`config.mk`:
```
export PLATFORM = sky130hd
export DESIGN_NAME = if_id_skid
export DESIGN_NICKNAME = d
export VERILOG_FILES = /design/src/rtl/if_id_skid_pkg.sv /design/src/rtl/skid_fifo2.sv /design/src/rtl/if_id_skid.sv
export SDC_FILE = /design/constraint.sdc
export NUM_CORES = 1
export LEC_CHECK = 0
export ABC_AREA = 1
export BUFFER_PORTS_ARGS = -buffer_cell sky130_fd_sc_hd__buf_2
export CAP_MARGIN = 20
export CORE_ASPECT_RATIO = 2
export CORE_UTILIZATION = 52
export DETAILED_ROUTE_END_ITERATION = 8
export PLACE_DENSITY = 0.76
export SYNTH_ARGS = -nofsm -noshare
export SYNTH_HDL_FRONTEND = slang
export SYNTH_SLANG_ARGS = --single-unit
```
`constraint.sdc`:
```
create_clock -name clk -period 6.8 [get_ports clk]
set_input_delay 1.36 -clock clk [delete_from_list [all_inputs] [get_ports clk]]
set_output_delay 1.36 -clock clk [all_outputs]
set_load 0.01 [all_outputs]
```
`src/rtl/if_id_skid_pkg.sv`:
```
// Shared fetch/decode constants: datapath width, NOP encoding, catch depth.
package if_id_skid_pkg;
  localparam int          XLEN_DFLT      = 32;
  localparam logic [31:0] NOP_INST       = 32'h0000_0013;
  localparam int          InstCatchDepth = 2;
endpackage

```
`src/rtl/skid_fifo2.sv`:
```
// Two-entry skid FIFO; 1-bit wrapping pointers, occupancy tracked by count.
module skid_fifo2 #(
  parameter int W = 64
) (
  input  logic         clk,
  input  logic         rst,
  input  logic         clr,
  input  logic         push,
  input  logic         pop,
  input  logic [W-1:0] din,
  output logic [W-1:0] dout,
  output logic [1:0]   count,
  output logic         full,
  output logic         empty
);
  logic [W-1:0] mem [2];
  logic         wr_ptr, rd_ptr;

  assign dout  = mem[rd_ptr];
  assign full  = (count == 2'd2);
  assign empty = (count == 2'd0);

  always_ff @(posedge clk or posedge rst) begin
    if (rst) begin
      wr_ptr <= 1'b0;
      rd_ptr <= 1'b0;
      count  <= 2'd0;
      for (int i = 0; i < 2; i++) mem[i] <= '0;
    end else if (clr) begin
      wr_ptr <= 1'b0;
      rd_ptr <= 1'b0;
      count  <= 2'd0;
    end else begin
      if (push) begin
        mem[wr_ptr] <= din;
        wr_ptr      <= ~wr_ptr;
      end
      if (pop) rd_ptr <= ~rd_ptr;
      count <= count + 2'(push) - 2'(pop);
    end
  end
endmodule

```
`src/rtl/if_id_skid.sv`:
```
// IF/ID boundary: registered fetch hold, 2-entry skid buffer absorbs the hold latency.
module if_id_skid
  import if_id_skid_pkg::*;
#(
  parameter int XLEN       = XLEN_DFLT,
  parameter int SKID_DEPTH = 2
) (
  input  logic            clk,
  input  logic            rst,
  input  logic [XLEN-1:0] IF_pc,
  input  logic [XLEN-1:0] IF_inst,
  input  logic            jmp_vld,
  input  logic            id_stall,
  output logic            IF_hold,
  output logic            ID_vld,
  output logic [XLEN-1:0] ID_pc,
  output logic [XLEN-1:0] ID_inst
);
  generate
    if (SKID_DEPTH != 2) begin : g_bad_depth
      $error("if_id_skid: SKID_DEPTH must be 2");
    end
  endgenerate

  logic              hold_d, flush_d;
  logic              in_new, ld, take_head, take_in, push, pop;
  logic [1:0]        count, count_next;
  logic              full, empty;
  logic [2*XLEN-1:0] head;

  skid_fifo2 #(.W(2*XLEN)) u_fifo (
    .clk  (clk),
    .rst  (rst),
    .clr  (jmp_vld),
    .push (push),
    .pop  (pop),
    .din  ({IF_pc, IF_inst}),
    .dout (head),
    .count(count),
    .full (full),
    .empty(empty)
  );

  // A pair shown while hold was already registered is a repeat of last cycle's pair.
  assign in_new    = flush_d | ~hold_d;
  assign ld        = ~ID_vld | ~id_stall;
  assign take_head = ~jmp_vld & ld & ~empty;
  assign take_in   = ~jmp_vld & ld & empty & in_new;
  assign pop       = take_head;
  assign push      = ~jmp_vld & in_new & ~take_in;

  always_comb begin
    count_next = count + 2'(push) - 2'(pop);
    if (jmp_vld) count_next = 2'd0;
  end

  always_ff @(posedge clk or posedge rst) begin
    if (rst) begin
      hold_d  <= 1'b0;
      flush_d <= 1'b0;
      IF_hold <= 1'b0;
      ID_vld  <= 1'b0;
      ID_pc   <= '0;
      ID_inst <= XLEN'(NOP_INST);
    end else begin
      hold_d  <= IF_hold;
      flush_d <= jmp_vld;
      IF_hold <= (count_next != 2'd0);
      if (jmp_vld) begin
        ID_vld <= 1'b0;
      end else if (ld) begin
        if (take_head) begin
          ID_vld           <= 1'b1;
          {ID_pc, ID_inst} <= head;
        end else if (take_in) begin
          ID_vld  <= 1'b1;
          ID_pc   <= IF_pc;
          ID_inst <= IF_inst;
        end else begin
          ID_vld <= 1'b0;
        end
      end
    end
  end

  a_no_overflow: assert property (@(posedge clk) disable iff (rst) !(push && full))
    else $error("if_id_skid: push into full skid FIFO");
endmodule

```
==> qor.txt, run 1 <==
Status -> finished clean
P&R area growth vs syn -> 12.02%
PwrDens -> 445.9 mW/mm²
Wire per inst -> 15.66 µm
Root buffer cell -> clkbuf_16
ANT nets after route -> 0
Ys async rst share -> 100.0%
Pint -> 0.002856 W
Reg2Reg Depth -> 10
Synth area leaders -> dfrtp_1 50%, nand2_1 20%, nand4_1 8.1%, nand3_1 6.7%, inv_1 5.1%
Reg2Reg Launch Point -> ID_vld$_DFFE_PP0P_
Crit path from -> id_stall
Row count -> 70
Clk slew on worst S/H paths -> 0.07 ns
Most frequent cells in the layout -> 521 x nand2_1, 195 x dfrtp_1, 133 x inv_1, 133 x buf_2, 131 x nand3_1
Number of buffers created by CTS -> 17
Clk pwr share -> 19.7%
Setup violators final -> 0
Post-Route WL -> 24930 µm
Most common cell after layout, fill and taps aside -> nand2_1
Synth Area in XOR/XNOR -> 0%
Dpl hpwl -> 14700 µm
Die footprint -> 0.01956 mm²
Die Ht -> 196.8 µm
Met3 Track Usage GR -> 3.262%
Clk sinks -> 200
Post-synthesis compound-gate area fraction -> 3.551%
Post-synth EDFFs -> 0
# DRC -> 0
Mux share of post-synthesis cell area -> 0%
Worst Path Arrival -> 3.78 ns
Largest area contributor in the netlist -> dfrtp_1
GRT met2 Usage -> 45.99%
M1 GR Usage -> 32.93%
Initial antenna violation count -> 0
Min-Delay Path Class -> flop to flop
YS warnings -> 0
Register bit count reported by yosys -> 200
I/O Buffers -> 133
CTS tree -> built
H-tree lvl count -> 4
Gr busiest metal -> met2
Initial DRC Count -> 639
Sequential Power Share -> 41.6%
Comb power frac -> 38.8%
Placed instance count -> 1559
Largest net degree at the start of global routing -> 180
N_diodes -> 0
Post-Route Setup TNS -> 0 ns
Final net count -> 1433
Clock buffer depth -> 2
Setup crit start kind -> primary input
Peak VDD IR -> 0.2690 mV
Period minus WS final -> 3.476 ns
Post-Syn Area per Cell -> 7.578 µm²
DIE WIDTH -> 99.41 µm
Mapped Area -> 0.009867 mm²
Tcrit/Tclk final -> 51.12%
Placer Congestion -> 0.7800
Post-route non-filler standard cell count -> 1592
Core area -> 0.01839 mm²
Cts hold-fix bufs -> 0
Post-CTS setup buffer count -> 0
Largest family of logic cells by synthesized area -> simple AND/OR/NAND/NOR gates
Crit path max fanout -> 39
GR Util All Layers -> 27.13%
Synth Instances -> 1302
WP data required -> 7.11 ns
Post-synthesis sequential area ratio -> 50.76%
Capturing point of the worst reg2reg path -> IF_hold$_DFF_PP0_
Grt ovf -> 0
Fin. max-slew vios -> 0
Crit. End Element -> flop
Synth Area in Simple Gates -> 35.23%
Critical path endpoint -> IF_hold$_DFF_PP0_
Post-synth cell types -> 23
First-pass GRT wire length -> 41850 µm
Post-CTS sizing -> 0
Worst skew pair latency -> 0.44 ns
Worst slack, placed -> 2.874 ns
Leakage -> 6.090 nW
Final setup margin -> 3.324 ns
Post-synth top area share -> 49.96%
Final Skew -> 0.01279 ns
Syn nets -> 1372
1st-pass router iterations -> 5
RSZ-0062 raised after global routing -> no
DR vias -> 8904
I/O pins -> 134
Max Cap Violations -> 0
Slew @ Worst Pin -> 1.059 ns
Worst hold slack -> 0.4414 ns
Fmax -> 287.6 MHz
Layout cells sized above 1 -> 14.17%
Synth Area in Adders -> 0.2536%
Sw frac -> 42.05%
Rel. slew slack -> 29.43%
Vias in the first global route -> 8649
Routed vias/inst -> 5.593
Critical path class -> primary input to flop
Final hold violations -> 0
Starting Density -> 53.65%
Reg2reg setup slack -> 3.97 ns
Ys flop type -> dfrtp_1
Sw Pwr -> 0.002072 W
-- per-stage QoR --
stage | area, µm² | power [W] | utilization [%]
5_1_grt | 11050 | 0.005323 | 60.10
4_1_cts | 11030 | 0.004940 | 59.95
3_3_place_gp | 10470 | 0.003903 | 56.91
2_1_floorplan | 9871 | 0.003389 | -
6_report | 11050 | 0.004928 | 60.10
3_5_place_dp | 10470 | 0.003962 | 56.91
-- final cells by class --
cell class,instances,area [µm²]
Tap cell,216,270.3
Sequential cell,200,5014
Timing Repair Buffer,145,788.3
Clock buffer,20,446.7
Fill cell,1729,7340
Multi-Input combinational cell,861,3901
Clock inverter,12,111.4
Inverter,138,521.8
-- kinds of logic after synthesis --
logic type / Yosys count
AO/OA/AOI/OAI: 69
adder cells (fa/ha/maj): 2
AND/OR/NAND/NOR: 790
flip-flops: 200
buffers and inverters: 241
-- worst min path at each step --
stage / depth (start not counted) / end / start
6_report: 0 / hold_d$_DFF_PP0_ / IF_hold$_DFF_PP0_
2_1_floorplan: 0 / hold_d$_DFF_PP0_ / IF_hold$_DFF_PP0_
3_3_place_gp: 0 / hold_d$_DFF_PP0_ / IF_hold$_DFF_PP0_
4_1_cts: 0 / hold_d$_DFF_PP0_ / IF_hold$_DFF_PP0_
3_5_place_dp: 0 / hold_d$_DFF_PP0_ / IF_hold$_DFF_PP0_
5_1_grt: 0 / hold_d$_DFF_PP0_ / IF_hold$_DFF_PP0_
-- routing by layer --
| layer | up-vias | share of wire [%] |
|---|---|---|
| met4 | 0 | 4.1 |
| met5 | - | 0 |
| met2 | 266 | 52 |
| met3 | 61 | 4.0 |
| met1 | 4282 | 40 |
| li1 | 4295 | - |
-- flip-flops by register name, indices dropped and copies added (netlist names), 2 cells and up --
signal	count
ID_inst	32
ID_pc	32
u_fifo.count	2
u_fifo.mem	128
-- worst max-delay path: stages --
cell     delay, ns
buf_2         0.10
nand2_1       0.20
nand2_1       0.20
nor2_4        0.57
buf_4         0.52
ha_1          0.32
inv_1         0.06
ha_1          0.16
nand3_1       0.09
nand2_1       0.10
o21ai_0       0.09
-- power groups by stage --
stage,combinational [W],sequential [W],clock (W)
after floorplan,0.00132,0.00207,0
after global placement,0.00179,0.00211,0
after detailed placement,0.00183,0.00213,0
after CTS,0.00184,0.00211,0.000986
after global routing,0.00219,0.00211,0.00103
final,0.00191,0.00205,0.000969
-- cell usage after synthesis, types with 3 or more instances --
library cell / number
buf_1: 10
buf_2: 67
buf_4: 5
clkbuf_1: 21
dfrtp_1: 197
dfstp_2: 3
inv_1: 135
inv_2: 3
nand2_1: 521
nand3_1: 133
nand4_1: 128
o21ai_0: 65
Note: power is estimated with default switching activity, not from simulation.
==> run 2: changes to the inputs <==
==> constraint.sdc (replaced) <==
create_clock -name clk -period 3.1 [get_ports clk]
set_input_delay 0.62 -clock clk [delete_from_list [all_inputs] [get_ports clk]]
set_output_delay 0.62 -clock clk [all_outputs]
set_load 0.01 [all_outputs]
==> run 2 against run 1 <==
Effect of this change: global-route usage grew 0.63 points; final cell count grew 0.38%; clock-buffer cell count shrank 2; routed wire length grew 4.1%; power grew 120%; sequential cell count is the same; highest routed layer unchanged; clock power grew 130%; sequential share of layout area shrank 0.57 points; combinational power grew 120%.
==> qor.txt, run 2 (synthesis results as in run 1) <==
Layout cells sized above 1 -> 14.55%
Initial DRC Count -> 584
PwrDens -> 984.5 mW/mm²
I/O pins -> 134
Tcrit/Tclk final -> 67.12%
I/O Buffers -> 133
Critical path's top delay family -> buffers and inverters
Placer Congestion -> 0.8339
Layout filler cell count -> 1727
RSZ-0062 raised after global routing -> no
Final Skew -> 0.01302 ns
First-pass GRT wire length -> 42610 µm
CTS tree -> built
Post-route non-filler standard cell count -> 1598
Setup crit start kind -> flop
Placed instance count -> 1565
Dpl hpwl -> 15240 µm
Critical path class -> flop to flop
Largest net degree at the start of global routing -> 131
Post-CTS sizing -> 0
CP Cell Sequence -> buf_4 > nand3_2 > buf_4 > nand2_1 > nand2_1
# DRC -> 0
Row count -> 70
Most frequent cells in the layout -> 521 x nand2_1, 195 x dfrtp_1, 133 x inv_1, 133 x buf_2, 131 x nand3_1
Crit-path slowest cell -> dfrtp_2
Clock buffer depth -> 2
Starting Density -> 53.65%
GR Util All Layers -> 27.76%
Final net count -> 1438
ANT nets after route -> 0
CP peak stage delay -> 0.73 ns
P&R area growth vs syn -> 13.45%
Worst skew pair latency -> 0.45 ns
H-tree lvl count -> 4
WP buf/inv -> 2
Wire per inst -> 16.24 µm
Critical path depth -> 5
Routed vias/inst -> 5.608
DIE WIDTH -> 99.41 µm
Slew @ Worst Pin -> 0.8185 ns
Worst hold slack -> 0.3236 ns
Largest regs -> u_fifo.mem (128), ID_inst (32), ID_pc (32)
Core area -> 0.01839 mm²
Crit path max fanout -> 41
Min-Delay Path Class -> primary input to asynchronous set/reset pin
Max Cap Violations -> 0
DR vias -> 8961
Rel. slew slack -> 45.44%
Die footprint -> 0.01956 mm²
Max reg flops -> 128
Worst Path Arrival -> 2.41 ns
Final hold violations -> 0
Peak VDD IR -> 0.5685 mV
Clk slew on worst S/H paths -> 0.08 ns
Fmax -> 480.6 MHz
Reg2Reg Depth -> 5
Post-CTS setup buffer count -> 0
Cts hold-fix bufs -> 0
Status -> finished clean
Most common cell after layout, fill and taps aside -> nand2_1
Crit. End Element -> flop
Number of buffers created by CTS -> 17
Clk sinks -> 200
Setup violators final -> 0
Die Ht -> 196.8 µm
Initial antenna violation count -> 1
Period minus WS final -> 2.081 ns
Vias in the first global route -> 8537
Post-Route Setup TNS -> 0 ns
Post-Route WL -> 25950 µm
Root buffer cell -> clkbuf_16
WP data required -> 3.43 ns
Grt ovf -> 0
Largest Register -> u_fifo.mem
1st-pass router iterations -> 5
Leakage -> 6.161 nW
Fin. max-slew vios -> 0
==> run 2: changes by cell type in the layout (fill, tap and decap cells not counted), moves of 2 or more <==
cell | previous run | this run
clkinv_4 | 6 | 1
inv_6 | 2 | 7
buf_12 | 1 | 9
buf_4 | 10 | 8
==> run 2: worst min-delay path: stages <==
cell	delay, ns
buf_2	0.11
clkinvlp_4	0.14
buf_12	0.28
==> run 2: layout make-up <==
type | instances | area, µm² | area share, %
flip-flops and latches | 200 | 5014 | 44.79
clock buffers | 18 | 429.2 | 3.834
inverters | 138 | 521.8 | 4.661
repair buffers | 150 | 905.9 | 8.092
diodes | 1 | 2.502 | 0.02235
well taps | 216 | 270.3 | 2.414
clock inverters | 14 | 150.1 | 1.341
multi-input cells | 861 | 3901 | 34.85
==> run 2: per-stage QoR <==
step	worst slack (ns)	utilization, %	area [µm²]	total power (W)
3_5_place_dp	0.8415	57.70	10610	0.008812
5_1_grt	0.9363	60.86	11190	0.01185
6_report	1.019	60.86	11190	0.01102
4_1_cts	1.033	60.85	11190	0.01107
3_3_place_gp	0.8813	57.70	10610	0.008669
2_1_floorplan	-0.1059	-	9871	0.007435
==> run 2: worst paths after layout <==
kind                                              end                      start  slack, ns
max                        u_fifo.mem[29]$_DFFE_PP0P_  u_fifo.wr_ptr$_DFFE_PP0P_       1.02
min                        u_fifo.mem[35]$_DFFE_PP0P_                        rst       0.32
max reg2reg                u_fifo.mem[29]$_DFFE_PP0P_  u_fifo.wr_ptr$_DFFE_PP0P_       1.02
min reg2reg                          hold_d$_DFF_PP0_          IF_hold$_DFF_PP0_       0.38
max in group asynchronous   u_fifo.rd_ptr$_DFFE_PP0P_                        rst       2.31
min in group clk                    flush_d$_DFF_PP0_                    jmp_vld       0.37
==> run 2: layer usage <==
metal | GRT usage [%] | part of all wire (%)
met1 | 33.27 | 39
met2 | 47.38 | 52
met3 | 3.475 | 4.8
met4 | 16.56 | 4.8
met5 | 0 | 0
==> run 2: power by group <==
| group | total (W) | internal, W | switching [W] | leakage, nW |
|---|---|---|---|---|
| sequential | 0.00459 | 0.00381 | 0.000775 | 2.49 |
| combinational | 0.00419 | 0.00142 | 0.00277 | 3.38 |
| clock | 0.00225 | 0.00115 | 0.00110 | 0.289 |
==> run 3: changes to the inputs <==
==> constraint.sdc (replaced) <==
create_clock -name clk -period 1.7 [get_ports clk]
set_input_delay 0.34 -clock clk [delete_from_list [all_inputs] [get_ports clk]]
set_output_delay 0.34 -clock clk [all_outputs]
set_load 0.01 [all_outputs]
==> run 3 against run 2 <==
Effect of this change: setup slack got worse by 0.90 ns; sequential share of layout area decreased by 1.6 points; register-to-register slack got worse by 0.90 ns; critical path depth up 2; utilization increased by 2.3 points; critical endpoint is now IF_hold$_DFF_PP0_.
==> qor.txt, run 3 (synthesis results as in run 1) <==
Status -> finished clean
Dpl hpwl -> 16730 µm
Final hold violations -> 0
Routed vias/inst -> 5.568
Critical path's top delay family -> adder cells
CP Cell Sequence -> nor2_4 > nor2_4 > ha_1 > inv_1 > ha_1 > a21oi_1 > o21ai_0
Slew @ Worst Pin -> 0.5069 ns
Most common cell after layout, fill and taps aside -> nand2_1
Root buffer cell -> clkbuf_16
ANT nets after route -> 0
Final setup margin -> 0.1194 ns
Reg2Reg Launch Point -> u_fifo.count[0]$_DFF_PP0_
Crit-path slowest cell -> dfrtp_1
Largest regs -> u_fifo.mem (128), ID_inst (32), ID_pc (32)
Core area -> 0.01839 mm²
Critical path endpoint -> IF_hold$_DFF_PP0_
Post-Route Setup TNS -> 0 ns
Post-CTS sizing -> 0
Setup violators final -> 0
Crit path from -> u_fifo.count[0]$_DFF_PP0_
Largest net degree at the start of global routing -> 79
Layout cells sized above 1 -> 16.31%
Post-CTS setup buffer count -> 0
Worst slack, placed -> 0.06316 ns
Clk sinks -> 200
CP peak stage delay -> 0.41 ns
Worst skew pair latency -> 0.44 ns
Setup crit start kind -> flop
H-tree lvl count -> 4
Max reg flops -> 128
Clock buffer depth -> 2
Die footprint -> 0.01956 mm²
Worst hold slack -> 0.1722 ns
DIE WIDTH -> 99.41 µm
Crit path max fanout -> 4
Most frequent cells in the layout -> 521 x nand2_1, 195 x dfrtp_1, 133 x inv_1, 133 x buf_2, 131 x nand3_1
Vias in the first global route -> 8858
Placed instance count -> 1593
Die Ht -> 196.8 µm
Critical path class -> flop to flop
Leakage -> 6.370 nW
Post-route non-filler standard cell count -> 1627
Worst Path Arrival -> 1.89 ns
Post-layout util -> 63.12%
Reg2Reg Depth -> 7
WP data required -> 2.01 ns
Crit. End Element -> flop
GR Util All Layers -> 27.94%
Min-Delay Path Class -> primary input to flop
Tcrit/Tclk final -> 92.98%
RSZ-0062 raised after global routing -> no
WP buf/inv -> 1
Max Cap Violations -> 0
First-pass GRT wire length -> 43190 µm
Peak VDD IR -> 1.100 mV
Reg2reg setup slack -> 0.12 ns
P&R area growth vs syn -> 17.66%
Clk slew on worst S/H paths -> 0.08 ns
Rel. slew slack -> 66.13%
Number of buffers created by CTS -> 17
I/O pins -> 134
Critical path depth -> 7
Period minus WS final -> 1.581 ns
Fin. max-slew vios -> 0
DR vias -> 9059
Final net count -> 1467
Initial DRC Count -> 487
# DRC -> 0
Capturing point of the worst reg2reg path -> IF_hold$_DFF_PP0_
Row count -> 70
Fmax -> 632.7 MHz
PwrDens -> 1785 mW/mm²
Grt ovf -> 0
Final Skew -> 0.01417 ns
1st-pass router iterations -> 5
Cts hold-fix bufs -> 1
Largest Register -> u_fifo.mem
I/O Buffers -> 133
CTS tree -> built
Post-Route WL -> 25860 µm
Placer Congestion -> 0.8139
Wire per inst -> 15.89 µm
Starting Density -> 53.65%
Initial antenna violation count -> 1
## run 3: cell types whose count changed in the layout (fill, tap and decap cells not counted), sizes merged
cell and change:
buf +28, inv -2, clkbuf +1, dlygate4sd3 +1, clkinvlp +1
## run 3: worst min-delay path: cells and delay by family
family | cells | cell delay, ns
and+or+nand+nor | 2 | 0.13
buffers and inverters | 1 | 0.11
## run 3: layout make-up
cell class                      instances  area [µm²]
Sequential cell                       200        5014
Antenna cell                            1       2.502
Fill cell                            1676        6783
Clock inverter                         13       151.4
Multi-Input combinational cell        861        3909
Inverter                              138       521.8
Timing Repair Buffer                  179        1289
Tap cell                              216       270.3
Clock buffer                           19       452.9
## run 3: power breakdown
part	total (W)	internal, W	switching (W)
clock network	0.00415	0.00218	0.00196
logic	0.00837	0.00303	0.00534
registers	0.00820	0.00696	0.00124
## run 3: worst min path at each step
| stage | from | end | slack [ns] | depth (start not counted) |
|---|---|---|---|---|
| 3_5_place_dp | rst | u_fifo.mem[91]$_DFFE_PP0P_ | 0.40 | 2 |
| 5_1_grt | IF_pc[31] | u_fifo.mem[63]$_DFFE_PP0P_ | 0.17 | 3 |
| 3_3_place_gp | rst | u_fifo.mem[91]$_DFFE_PP0P_ | 0.40 | 2 |
| 6_report | IF_inst[31] | u_fifo.mem[95]$_DFFE_PP0P_ | 0.17 | 3 |
| 4_1_cts | jmp_vld | flush_d$_DFF_PP0_ | 0.15 | 2 |
| 2_1_floorplan | jmp_vld | flush_d$_DFF_PP0_ | 0.37 | 0 |
## run 3: per-layer routing
metal / share of wire, % / up-vias / GRT usage, %
met2: 53 / 283 / 48.87
met1: 39 / 4361 / 33.28
li1: - / 4355 / -
met3: 4.4 / 60 / 3.759
met4: 4.1 / 0 / 14.22
met5: 0 / - / 0
## run 3: stage by stage
stage / area, µm² / total power, W
2_1_floorplan: 9872 / 0.01356
3_3_place_gp: 10990 / 0.01635
3_5_place_dp: 10990 / 0.01664
4_1_cts: 11610 / 0.02082
5_1_grt: 11610 / 0.02229
6_report: 11610 / 0.02072
